### config.mk
export PLATFORM = sky130hd
export DESIGN_NAME = rvvi_retire_tracer_flat
export DESIGN_NICKNAME = d
export VERILOG_FILES = /design/src/rtl/rvvi_retire_tracer_if.sv /design/src/rtl/rvvi_retire_tracer.sv /design/src/flat_wrapper.sv
export SDC_FILE = /design/constraint.sdc
export NUM_CORES = 2
export LEC_CHECK = 0
export ABC_AREA = 1
export CAP_MARGIN = 20
export CORE_AREA = 2 2 563 565
export DETAILED_ROUTE_END_ITERATION = 8
export DIE_AREA = 0 0 565 567
export SKIP_CTS_REPAIR_TIMING = 1
export SLEW_MARGIN = 15
export SYNTH_ARGS = -nofsm -noshare
export SYNTH_HDL_FRONTEND = slang
export SYNTH_SLANG_ARGS = --single-unit
### constraint.sdc
create_clock -name clk -period 41.9 [get_ports clk]
set_clock_uncertainty 0.2 [all_clocks]
set_input_delay 4.19 -clock clk [delete_from_list [all_inputs] [get_ports clk]]
set_output_delay 4.19 -clock clk [all_outputs]
set_load 0.005 [all_outputs]
### src/rtl/rvvi_retire_tracer_if.sv
// ---------------------------------------------------------------------------
// rvvi_retire_tracer_if
//   Retirement-record handshake between a core's commit stage (master) and
//   the RVVI retire tracer (slave). One record moves when in_valid and
//   in_ready are both high at a rising clock edge.
//
//   in_valid     master -> slave   record valid
//   in_ready     slave  -> master  tracer can take a record this cycle
//   in_insn      master -> slave   instruction bits (ILEN)
//   in_pc        master -> slave   PC of the instruction (XLEN)
//   in_next_pc   master -> slave   next PC, handler PC when trapped (XLEN)
//   in_trap      master -> slave   instruction trapped
//   in_halt      master -> slave   instruction halted the hart
//   in_mode      master -> slave   privilege mode
//   in_rd_we     master -> slave   GPR write enable
//   in_rd        master -> slave   GPR index
//   in_rd_data   master -> slave   GPR write value (XLEN)
//   in_csr_we    master -> slave   CSR write enable
//   in_csr_addr  master -> slave   CSR address
//   in_csr_data  master -> slave   CSR write value (XLEN)
// ---------------------------------------------------------------------------
interface rvvi_retire_tracer_if #(
  parameter int ILEN = 32,
  parameter int XLEN = 32
) ();

  logic            in_valid;
  logic            in_ready;
  logic [ILEN-1:0] in_insn;
  logic [XLEN-1:0] in_pc;
  logic [XLEN-1:0] in_next_pc;
  logic            in_trap;
  logic            in_halt;
  logic [1:0]      in_mode;
  logic            in_rd_we;
  logic [4:0]      in_rd;
  logic [XLEN-1:0] in_rd_data;
  logic            in_csr_we;
  logic [11:0]     in_csr_addr;
  logic [XLEN-1:0] in_csr_data;

  modport master (
    output in_valid, in_insn, in_pc, in_next_pc, in_trap, in_halt, in_mode,
           in_rd_we, in_rd, in_rd_data, in_csr_we, in_csr_addr, in_csr_data,
    input  in_ready
  );

  modport slave (
    input  in_valid, in_insn, in_pc, in_next_pc, in_trap, in_halt, in_mode,
           in_rd_we, in_rd, in_rd_data, in_csr_we, in_csr_addr, in_csr_data,
    output in_ready
  );

endinterface

### src/rtl/rvvi_retire_tracer.sv
// ---------------------------------------------------------------------------
// rvvi_retire_tracer
//   Per-hart producer for the RVVI_VLG trace interface (ISSUE=1). Retirement
//   records arrive over in_if, are buffered in a DEPTH-entry FIFO and popped
//   one per cycle when out_en allows. Each pop produces a one-cycle valid
//   pulse with the registered RVVI fields, updates the shadow X register
//   file, and advances the 64-bit retire order count. A record with halt=1
//   parks the tracer in HALTED until a resume pulse.
//
//   clk, reset   clock; asynchronous active-high reset
//   in_if        retirement-record handshake (slave side)
//   out_en       downstream permits a pop this cycle
//   resume       pulse that leaves HALTED
//   valid        one-cycle retire pulse
//   order        retire order count, first retire is 1
//   insn, trap, halt, intr, mode, ixl, pc_rdata, pc_wdata
//                per-retire RVVI fields (hold between retires)
//   x_wdata      shadow X file, entry i at [i*XLEN +: XLEN]
//   x_wb         one-hot GPR written by this retire
//   csr_wb       a CSR was written by this retire
//   csr_addr, csr_wdata   last CSR write (hold between writes)
// ---------------------------------------------------------------------------
module rvvi_retire_tracer #(
  parameter int ILEN  = 32,
  parameter int XLEN  = 32,
  parameter int DEPTH = 4
) (
  input  logic                 clk,
  input  logic                 reset,
  rvvi_retire_tracer_if.slave  in_if,
  input  logic                 out_en,
  input  logic                 resume,
  output logic                 valid,
  output logic [63:0]          order,
  output logic [ILEN-1:0]      insn,
  output logic                 trap,
  output logic                 halt,
  output logic                 intr,
  output logic [1:0]           mode,
  output logic [1:0]           ixl,
  output logic [XLEN-1:0]      pc_rdata,
  output logic [XLEN-1:0]      pc_wdata,
  output logic [32*XLEN-1:0]   x_wdata,
  output logic [31:0]          x_wb,
  output logic                 csr_wb,
  output logic [11:0]          csr_addr,
  output logic [XLEN-1:0]      csr_wdata
);

  localparam int         PTR_W = (DEPTH > 1) ? $clog2(DEPTH) : 1;
  localparam logic [1:0] IXL   = (XLEN == 64) ? 2'd2 : 2'd1;

  typedef enum logic {
    ST_RUN,
    ST_HALTED
  } state_e;

  typedef struct packed {
    logic [ILEN-1:0] insn;
    logic [XLEN-1:0] pc;
    logic [XLEN-1:0] next_pc;
    logic            trap;
    logic            halt;
    logic [1:0]      mode;
    logic            rd_we;
    logic [4:0]      rd;
    logic [XLEN-1:0] rd_data;
    logic            csr_we;
    logic [11:0]     csr_addr;
    logic [XLEN-1:0] csr_data;
  } rec_t;

  // -------------------------------------------------------------------------
  // FIFO storage and control
  // -------------------------------------------------------------------------
  rec_t             mem_q [DEPTH];
  logic [PTR_W-1:0] wr_ptr_q, wr_ptr_d;
  logic [PTR_W-1:0] rd_ptr_q, rd_ptr_d;
  logic [PTR_W:0]   count_q,  count_d;
  state_e           state_q,  state_d;
  logic             pend_intr_q, pend_intr_d;

  logic full;
  logic empty;
  logic push;
  logic pop;
  rec_t push_rec;
  rec_t head;

  // -------------------------------------------------------------------------
  // Registered RVVI outputs
  // -------------------------------------------------------------------------
  logic                      valid_q,     valid_d;
  logic [63:0]               order_q,     order_d;
  logic [ILEN-1:0]           insn_q,      insn_d;
  logic                      trap_q,      trap_d;
  logic                      halt_q,      halt_d;
  logic                      intr_q,      intr_d;
  logic [1:0]                mode_q,      mode_d;
  logic [1:0]                ixl_q,       ixl_d;
  logic [XLEN-1:0]           pc_rdata_q,  pc_rdata_d;
  logic [XLEN-1:0]           pc_wdata_q,  pc_wdata_d;
  logic [31:0][XLEN-1:0]     x_wdata_q,   x_wdata_d;
  logic [31:0]               x_wb_q,      x_wb_d;
  logic                      csr_wb_q,    csr_wb_d;
  logic [11:0]               csr_addr_q,  csr_addr_d;
  logic [XLEN-1:0]           csr_wdata_q, csr_wdata_d;

  assign full  = (count_q == (PTR_W+1)'(DEPTH));
  assign empty = (count_q == '0);

  // Ready depends only on registered state, so a pop in the same cycle
  // never opens a slot for a push while full.
  assign in_if.in_ready = !full && (state_q == ST_RUN);

  assign push = in_if.in_valid && in_if.in_ready;
  assign pop  = (state_q == ST_RUN) && !empty && out_en;

  assign push_rec = '{
    insn:     in_if.in_insn,
    pc:       in_if.in_pc,
    next_pc:  in_if.in_next_pc,
    trap:     in_if.in_trap,
    halt:     in_if.in_halt,
    mode:     in_if.in_mode,
    rd_we:    in_if.in_rd_we,
    rd:       in_if.in_rd,
    rd_data:  in_if.in_rd_data,
    csr_we:   in_if.in_csr_we,
    csr_addr: in_if.in_csr_addr,
    csr_data: in_if.in_csr_data
  };

  assign head = mem_q[rd_ptr_q];

  // -------------------------------------------------------------------------
  // Next-state and output logic
  // -------------------------------------------------------------------------
  always_comb begin
    // NOTE: every signal gets a default before any branch so no path leaves
    // it unassigned (which would infer a latch); combinational logic uses
    // blocking '=' so later statements see the updated value.
    state_d     = state_q;
    wr_ptr_d    = wr_ptr_q;
    rd_ptr_d    = rd_ptr_q;
    count_d     = count_q;
    pend_intr_d = pend_intr_q;

    valid_d     = 1'b0;
    x_wb_d      = '0;
    csr_wb_d    = 1'b0;
    order_d     = order_q;
    insn_d      = insn_q;
    trap_d      = trap_q;
    halt_d      = halt_q;
    intr_d      = intr_q;
    mode_d      = mode_q;
    ixl_d       = IXL;
    pc_rdata_d  = pc_rdata_q;
    pc_wdata_d  = pc_wdata_q;
    x_wdata_d   = x_wdata_q;
    csr_addr_d  = csr_addr_q;
    csr_wdata_d = csr_wdata_q;

    if (push) begin
      wr_ptr_d = wr_ptr_q + 1'b1;
    end

    unique case ({push, pop})
      2'b10:   count_d = count_q + 1'b1;
      2'b01:   count_d = count_q - 1'b1;
      default: count_d = count_q;
    endcase

    if (pop) begin
      rd_ptr_d   = rd_ptr_q + 1'b1;
      valid_d    = 1'b1;
      order_d    = order_q + 64'd1;
      insn_d     = head.insn;
      trap_d     = head.trap;
      halt_d     = head.halt;
      mode_d     = head.mode;
      pc_rdata_d = head.pc;
      pc_wdata_d = head.next_pc;

      // intr marks the first retire after a trapped one; a trapped retire
      // re-arms it for the next.
      intr_d      = pend_intr_q;
      pend_intr_d = head.trap;

      // A trapped instruction does not architecturally write rd.
      if (head.rd_we && !head.trap && (head.rd != 5'd0)) begin
        x_wdata_d[head.rd] = head.rd_data;
        x_wb_d             = 32'd1 << head.rd;
      end

      // CSR writes are reported even on trap (e.g. handler CSR updates).
      if (head.csr_we) begin
        csr_wb_d    = 1'b1;
        csr_addr_d  = head.csr_addr;
        csr_wdata_d = head.csr_data;
      end

      // The halting record still retires; resume in this cycle is ignored.
      if (head.halt) begin
        state_d = ST_HALTED;
      end
    end else if ((state_q == ST_HALTED) && resume) begin
      state_d = ST_RUN;
    end

    x_wdata_d[0] = '0;
  end

  // -------------------------------------------------------------------------
  // State registers
  // -------------------------------------------------------------------------
  // NOTE: sequential state uses non-blocking '<=' so every flop samples the
  // pre-edge values regardless of statement order.
  always_ff @(posedge clk or posedge reset) begin
    if (reset) begin
      state_q     <= ST_RUN;
      wr_ptr_q    <= '0;
      rd_ptr_q    <= '0;
      count_q     <= '0;
      pend_intr_q <= 1'b0;
      valid_q     <= 1'b0;
      order_q     <= '0;
      insn_q      <= '0;
      trap_q      <= 1'b0;
      halt_q      <= 1'b0;
      intr_q      <= 1'b0;
      mode_q      <= '0;
      ixl_q       <= '0;
      pc_rdata_q  <= '0;
      pc_wdata_q  <= '0;
      x_wdata_q   <= '0;
      x_wb_q      <= '0;
      csr_wb_q    <= 1'b0;
      csr_addr_q  <= '0;
      csr_wdata_q <= '0;
    end else begin
      state_q     <= state_d;
      wr_ptr_q    <= wr_ptr_d;
      rd_ptr_q    <= rd_ptr_d;
      count_q     <= count_d;
      pend_intr_q <= pend_intr_d;
      valid_q     <= valid_d;
      order_q     <= order_d;
      insn_q      <= insn_d;
      trap_q      <= trap_d;
      halt_q      <= halt_d;
      intr_q      <= intr_d;
      mode_q      <= mode_d;
      ixl_q       <= ixl_d;
      pc_rdata_q  <= pc_rdata_d;
      pc_wdata_q  <= pc_wdata_d;
      x_wdata_q   <= x_wdata_d;
      x_wb_q      <= x_wb_d;
      csr_wb_q    <= csr_wb_d;
      csr_addr_q  <= csr_addr_d;
      csr_wdata_q <= csr_wdata_d;
    end
  end

  // NOTE: FIFO storage has no reset; an entry is only read after it has
  // been written, and reset empties the FIFO through its pointers/count.
  always_ff @(posedge clk) begin
    if (push) begin
      mem_q[wr_ptr_q] <= push_rec;
    end
  end

  assign valid     = valid_q;
  assign order     = order_q;
  assign insn      = insn_q;
  assign trap      = trap_q;
  assign halt      = halt_q;
  assign intr      = intr_q;
  assign mode      = mode_q;
  assign ixl       = ixl_q;
  assign pc_rdata  = pc_rdata_q;
  assign pc_wdata  = pc_wdata_q;
  assign x_wdata   = x_wdata_q;
  assign x_wb      = x_wb_q;
  assign csr_wb    = csr_wb_q;
  assign csr_addr  = csr_addr_q;
  assign csr_wdata = csr_wdata_q;

endmodule

### src/flat_wrapper.sv
// flat-port wrapper written by rule: the top's interface ports become plain ports
module rvvi_retire_tracer_flat 
#(
  parameter int ILEN  = 32,
  parameter int XLEN  = 32,
  parameter int DEPTH = 4
)
  (clk, reset, out_en, resume, valid, order, insn, trap, halt, intr, mode, ixl, pc_rdata, pc_wdata, x_wdata, x_wb, csr_wb, csr_addr, csr_wdata, in_if_in_valid, in_if_in_insn, in_if_in_pc, in_if_in_next_pc, in_if_in_trap, in_if_in_halt, in_if_in_mode, in_if_in_rd_we, in_if_in_rd, in_if_in_rd_data, in_if_in_csr_we, in_if_in_csr_addr, in_if_in_csr_data, in_if_in_ready);
  rvvi_retire_tracer_if #(.ILEN(ILEN), .XLEN(XLEN)) in_if_i ();
  input  logic clk;
  input  logic reset;
  input  logic out_en;
  input  logic resume;
  output logic valid;
  output logic [63:0] order;
  output logic [ILEN-1:0] insn;
  output logic trap;
  output logic halt;
  output logic intr;
  output logic [1:0] mode;
  output logic [1:0] ixl;
  output logic [XLEN-1:0] pc_rdata;
  output logic [XLEN-1:0] pc_wdata;
  output logic [32*XLEN-1:0] x_wdata;
  output logic [31:0] x_wb;
  output logic csr_wb;
  output logic [11:0] csr_addr;
  output logic [XLEN-1:0] csr_wdata;
  input wire logic [$bits(in_if_i.in_valid)-1:0] in_if_in_valid;
  input wire logic [$bits(in_if_i.in_insn)-1:0] in_if_in_insn;
  input wire logic [$bits(in_if_i.in_pc)-1:0] in_if_in_pc;
  input wire logic [$bits(in_if_i.in_next_pc)-1:0] in_if_in_next_pc;
  input wire logic [$bits(in_if_i.in_trap)-1:0] in_if_in_trap;
  input wire logic [$bits(in_if_i.in_halt)-1:0] in_if_in_halt;
  input wire logic [$bits(in_if_i.in_mode)-1:0] in_if_in_mode;
  input wire logic [$bits(in_if_i.in_rd_we)-1:0] in_if_in_rd_we;
  input wire logic [$bits(in_if_i.in_rd)-1:0] in_if_in_rd;
  input wire logic [$bits(in_if_i.in_rd_data)-1:0] in_if_in_rd_data;
  input wire logic [$bits(in_if_i.in_csr_we)-1:0] in_if_in_csr_we;
  input wire logic [$bits(in_if_i.in_csr_addr)-1:0] in_if_in_csr_addr;
  input wire logic [$bits(in_if_i.in_csr_data)-1:0] in_if_in_csr_data;
  output wire logic [$bits(in_if_i.in_ready)-1:0] in_if_in_ready;
  assign in_if_i.in_valid = in_if_in_valid;
  assign in_if_i.in_insn = in_if_in_insn;
  assign in_if_i.in_pc = in_if_in_pc;
  assign in_if_i.in_next_pc = in_if_in_next_pc;
  assign in_if_i.in_trap = in_if_in_trap;
  assign in_if_i.in_halt = in_if_in_halt;
  assign in_if_i.in_mode = in_if_in_mode;
  assign in_if_i.in_rd_we = in_if_in_rd_we;
  assign in_if_i.in_rd = in_if_in_rd;
  assign in_if_i.in_rd_data = in_if_in_rd_data;
  assign in_if_i.in_csr_we = in_if_in_csr_we;
  assign in_if_i.in_csr_addr = in_if_in_csr_addr;
  assign in_if_i.in_csr_data = in_if_in_csr_data;
  assign in_if_in_ready = in_if_i.in_ready;
  rvvi_retire_tracer #(.ILEN(ILEN), .XLEN(XLEN), .DEPTH(DEPTH)) u_core (.clk(clk), .reset(reset), .in_if(in_if_i), .out_en(out_en), .resume(resume), .valid(valid), .order(order), .insn(insn), .trap(trap), .halt(halt), .intr(intr), .mode(mode), .ixl(ixl), .pc_rdata(pc_rdata), .pc_wdata(pc_wdata), .x_wdata(x_wdata), .x_wb(x_wb), .csr_wb(csr_wb), .csr_addr(csr_addr), .csr_wdata(csr_wdata));
endmodule
## After elaboration in Yosys (flattened, before gate mapping)

Memories as Yosys holds them, arrays and structs flattened.
Index checks and enable logic that the tools add are counted.

- Register bits after elaboration: 1244
- Latch bits: 0
- Memory bits (writable): 732
- Memory bits (read-only): 0
- Bits of input ports: 188
- Output and inout bits: 1270
- Word-level logic and storage cells: 95
- Memories kept: 1

- $add $sub $neg: 5
- Multipliers: 0
- Div/mod/pow operators: 0
- Order comparisons: 2
- Equality and inequality tests: 4
- Shift operators: 1
- Multiplexer cells: 14
- Bitwise gates (word level): 1
- Reductions and logical operators: 18

Memories:

| memory | depth | bits a word | read ports | clocked after Yosys merged registers in | write ports | line | RTL |
|---|---|---|---|---|---|---|---|
| u_core.mem_q | 4 | 183 | 1 | 0 | 1 | rvvi_retire_tracer.sv:76 | `rec_t mem_q [DEPTH];` |

Operators by type and width:

| cell | count |
|---|---|
| $bwmux 1024 | 1 |
| $demux 32 s5 | 1 |
| $mux 32 | 3 |
| $add 64x1->64 const B | 1 |
| $shl 1x5->32 const A | 1 |
| $logic_and 1x1->1 | 8 |
| $mux 1 | 8 |
| $lt 5x6->1 const B | 1 |
| $pmux 3 s2 | 1 |
| $reduce_and 2->1 | 3 |
| $ge 5x1->1 const B | 1 |
| $reduce_bool 5->1 | 1 |
| $add 2x1->2 const B | 2 |
| $reduce_bool 2->1 | 2 |
| $add 3x1->3 const B | 1 |
| $eq 3x3->1 const B | 1 |
| $logic_not 1->1 | 3 |
| $logic_not 3->1 | 1 |
| $sub 3x1->3 const B | 1 |
| $eq 2x1->1 const B | 1 |
| $eq 2x2->1 const B | 1 |
| $ne 2x2->1 const B | 1 |
| $not 1->1 | 1 |

## Depth between registers and ports, before layout

- Depth in word-level cells: 6
- Gate-level depth with buffers: 15
- Gate-level depth less buffers: 11

## Worst setup path after synthesis

Ideal clock, no wire load.

- Path kind: input port to flip-flop
- Start point: input port in_if_in_valid
- End point: memory u_core.mem_q[0][0] (netlist bit) (enable)
- Setup time: 0.730 ns
- Data arrival time: 11.969 ns
- Slack: 29.001 ns
- Cell stages on the path: 2
- Cell sequence: nand2_1 > nor2_1

- Cells in the longest elaborated chain, start to end: 3

Ends and longest elaborated chain:

| item | line | RTL |
|---|---|---|
| start, declared | flat_wrapper.sv:29 | `input wire logic [$bits(in_if_i.in_valid)-1:0] in_if_in_valid;` |
| $logic_and 1x1->1 | rvvi_retire_tracer.sv:116 | `assign push = in_if.in_valid && in_if.in_ready;` |
| $mux 1 | rvvi_retire_tracer.sv:269 | `if (push) begin` |
| $mux 1 (not written as such) | rvvi_retire_tracer.sv:270 | `mem_q[wr_ptr_q] <= push_rec;` |
| end, declared | rvvi_retire_tracer.sv:76 |  |

Every way passes these cells.

==> results.cfg <==
[synth]
ys.flop_type = dfrtp_1
synth-seq-area-share = 0.692
syn_area_per_cell_um2 = 10.7
synth_common_cells = nand2_1, dfrtp_1, nor2_1, nand3_1, edfxtp_1
async_reset_ff_frac = 0.630
netlist_area_um2 = 76700
synth_top_area_share = 0.406
ys_ff_latch = 1976
ys_warn_count = 0
postSynthCellCount = 7195
synth_area_leaders = dfrtp_1, edfxtp_1, nand2_1
synth_area_leader_cell = dfrtp_1
synth_cell_type_count = 39
synth-edff-count = 732
synth_most_common_cell = nand2_1

[timing]
hold_violations = 0
final_max_slew_viol_count = 0
worst-slew-pin-transition_ns = 1.14
finalCritPeriodShare = 0.242
worst_slew_margin_rel = 0.239
setup_viol = 0
min_period_ns = 10.13
setup_ws_ns = 31.77
whs_ns = 0.269
tns_ns = 0
rsz0062_at_grt = no
fmax_mhz = 98.7

[cells_and_area]
final-seq-area_um2 = 53100
fin_cells = 12826
multi_input_area_um2 = 21000
final_nets = 8661
nFillCells = 31851
layout-area-overhead-vs-synth_pct = 33.8
drive_gt1_frac = 0.0675

[grt]
antenna_found_initial = 84
grt_max_degree = 177
overflow = 0
track_usage = 0.188
grt_pass1_wl_um = 434000
grt_pass1_vias = 55914

[floorplan]
die_x_um = 565
io_pins = 1458
dieArea_um2 = 320000
die_y_um = 567
std_cell_rows = 206
core_region_area_um2 = 314000
initial_core_util = 0.244

[detailed_routing]
via_per_inst = 4.58
vias = 58751
ant_nets = 0
drtIter0Drc = 5424
drcViolationCount = 0
finalWirelength_um = 313000
wl_per_cell_um = 24.4
first_pass_iters = 6

[clock_tree]
cts_sinks = 1976
cts_max_level = 4
cts_made_buffers = 214
cts_tree = built
root_buffer = clkbuf_16
path_clk_slew_ns = 0.06
clockBufferDepth = 4
clock_latency_ns = 0.86

[critical_path]
required_ns = 42.52
critPathLaunch = reset
r2r_start = u_core.rd_ptr_q[1]
critPathLaunchType = input port
path_max_fanout = 137
endpoint_kind = asynchronous set/reset pin
critical_path_class = in2async
arrival_ns = 10.75

[min_path]
hp-class = reg2reg
hold_start = u_core.x_wdata[997]

[place]
dp_hpwl_um = 209000
dp_slack_ns = 30.68
port_buffers = 1424
placedCellCount = 12410
gp_congestion = 0.874

[status]
status = complete, no violations

[pwr]
p_leak_nw = 43.4
p_per_area_nw_per_um2 = 75.7
ir_worst_vdd_v = 0.0000631

[run]
max_cap_viol_count = 0
-- layout make-up --
type                            count  area share
Clock buffer                      291      0.0590
Antenna cell                       28    0.000683
Tap cell                         4160      0.0507
Inverter                          141     0.00548
Sequential cell                  1976       0.518
Clock inverter                     97      0.0123
Multi-Input combinational cell   4579       0.205
Timing Repair Buffer             1554       0.150
-- placed cells by master, fill, tap and decap left out, types with 36 or more instances in the layout --
| cell | netlist | final |
|---|---|---|
| a31oi_1 | 142 | 142 |
| edfxtp_1 | 732 | 732 |
| o21ai_1 | 42 | 42 |
| nor2_1 | 821 | 807 |
| clkdlybuf4s50_1 | 0 | 1424 |
| dfrtp_1 | 1244 | 1242 |
| o21ai_0 | 541 | 541 |
| clkbuf_16 | 0 | 216 |
| nand3_1 | 734 | 728 |
| buf_4 | 39 | 121 |
| clkbuf_1 | 156 | 38 |
| clkinv_2 | 0 | 39 |
| inv_1 | 135 | 134 |
| clkbuf_8 | 0 | 37 |
| nand4_1 | 44 | 44 |
| a21oi_1 | 36 | 36 |
| nand2_1 | 2011 | 2009 |
-- logic make-up (layout without fill, tap and decap cells) --
kind of cell / count (synthesis) / count (layout) / synth area share
adder cells (fa/ha/maj): 7 / 7 / 0.00124
other: 2 / 63 / 0.0000979
AO/OA/AOI/OAI: 795 / 795 / 0.0588
AND/OR/NAND/NOR: 3694 / 3694 / 0.199
buffers and inverters: 673 / 2083 / 0.0426
XOR/XNOR: 48 / 48 / 0.00548
flip-flops: 1976 / 1976 / 0.692
-- final timing paths --
| path | endpoint | slack (ns) | cells past startpoint |
|---|---|---|---|
| max in group clk | u_core.x_wdata[233] | 32.41 | 15 |
| hold / removal | u_core.x_wdata[997] | 0.27 | 2 |
| hold reg to reg | u_core.x_wdata[997] | 0.27 | 2 |
| setup reg to reg | u_core.x_wdata[233] | 35.26 | 13 |
| setup / recovery | u_core.x_wdata[110] | 31.77 | 9 |
| min in group asynchronous | u_core.x_wdata[615] | 3.74 | 2 |
-- flip-flops by register name (all words and copies together) (netlist names), 2 cells and up --
| register | flops |
|---|---|
| u_core.rd_ptr_q | 2 |
| u_core.mode | 2 |
| u_core.pc_wdata | 32 |
| u_core.csr_addr | 12 |
| u_core.order | 64 |
| u_core.insn | 32 |
| u_core.csr_wdata | 32 |
| u_core.count_q | 3 |
| u_core.x_wb | 32 |
| u_core.pc_rdata | 32 |
| u_core.mem_q | 732 |
| u_core.wr_ptr_q | 2 |
| u_core.x_wdata | 992 |
-- per-stage QoR --
| stage | power (mW) | util | instance area (um2) |
|---|---|---|---|
| after floorplan | 3.95 | - | 76800 |
| after global placement | 5.87 | 0.303 | 95200 |
| after detailed placement | 5.91 | 0.303 | 95200 |
| after CTS | 7.88 | 0.327 | 103000 |
| after global routing | 8.15 | 0.327 | 103000 |
| final | 7.77 | 0.327 | 103000 |
-- worst max-delay path, cell delays in order --
cell and delay [ns]:
clkdlybuf4s50_1 0.49, inv_8 0.67, buf_4 0.75, buf_4 0.63
buf_4 0.67, buf_4 0.75, buf_4 0.67, buf_4 0.73
buf_4 0.80
-- where the power goes --
group	switching, mW	internal, mW	total [mW]	leakage, nW
Sequential	0.313	2.53	2.85	23.4
Clock	0.815	1.14	1.95	3.56
Combinational	1.91	1.06	2.97	16.4
-- routing by layer --
metal / up-vias / wire [um] / GRT usage
met2: 2430 / 153000 / 0.319
li1: 26495 / - / -
met3: 572 / 26400 / 0.0527
met4: 56 / 11900 / 0.0683
met1: 29198 / 122000 / 0.226
met5: - / 368 / 0
(Power assumes the default switching activity.)
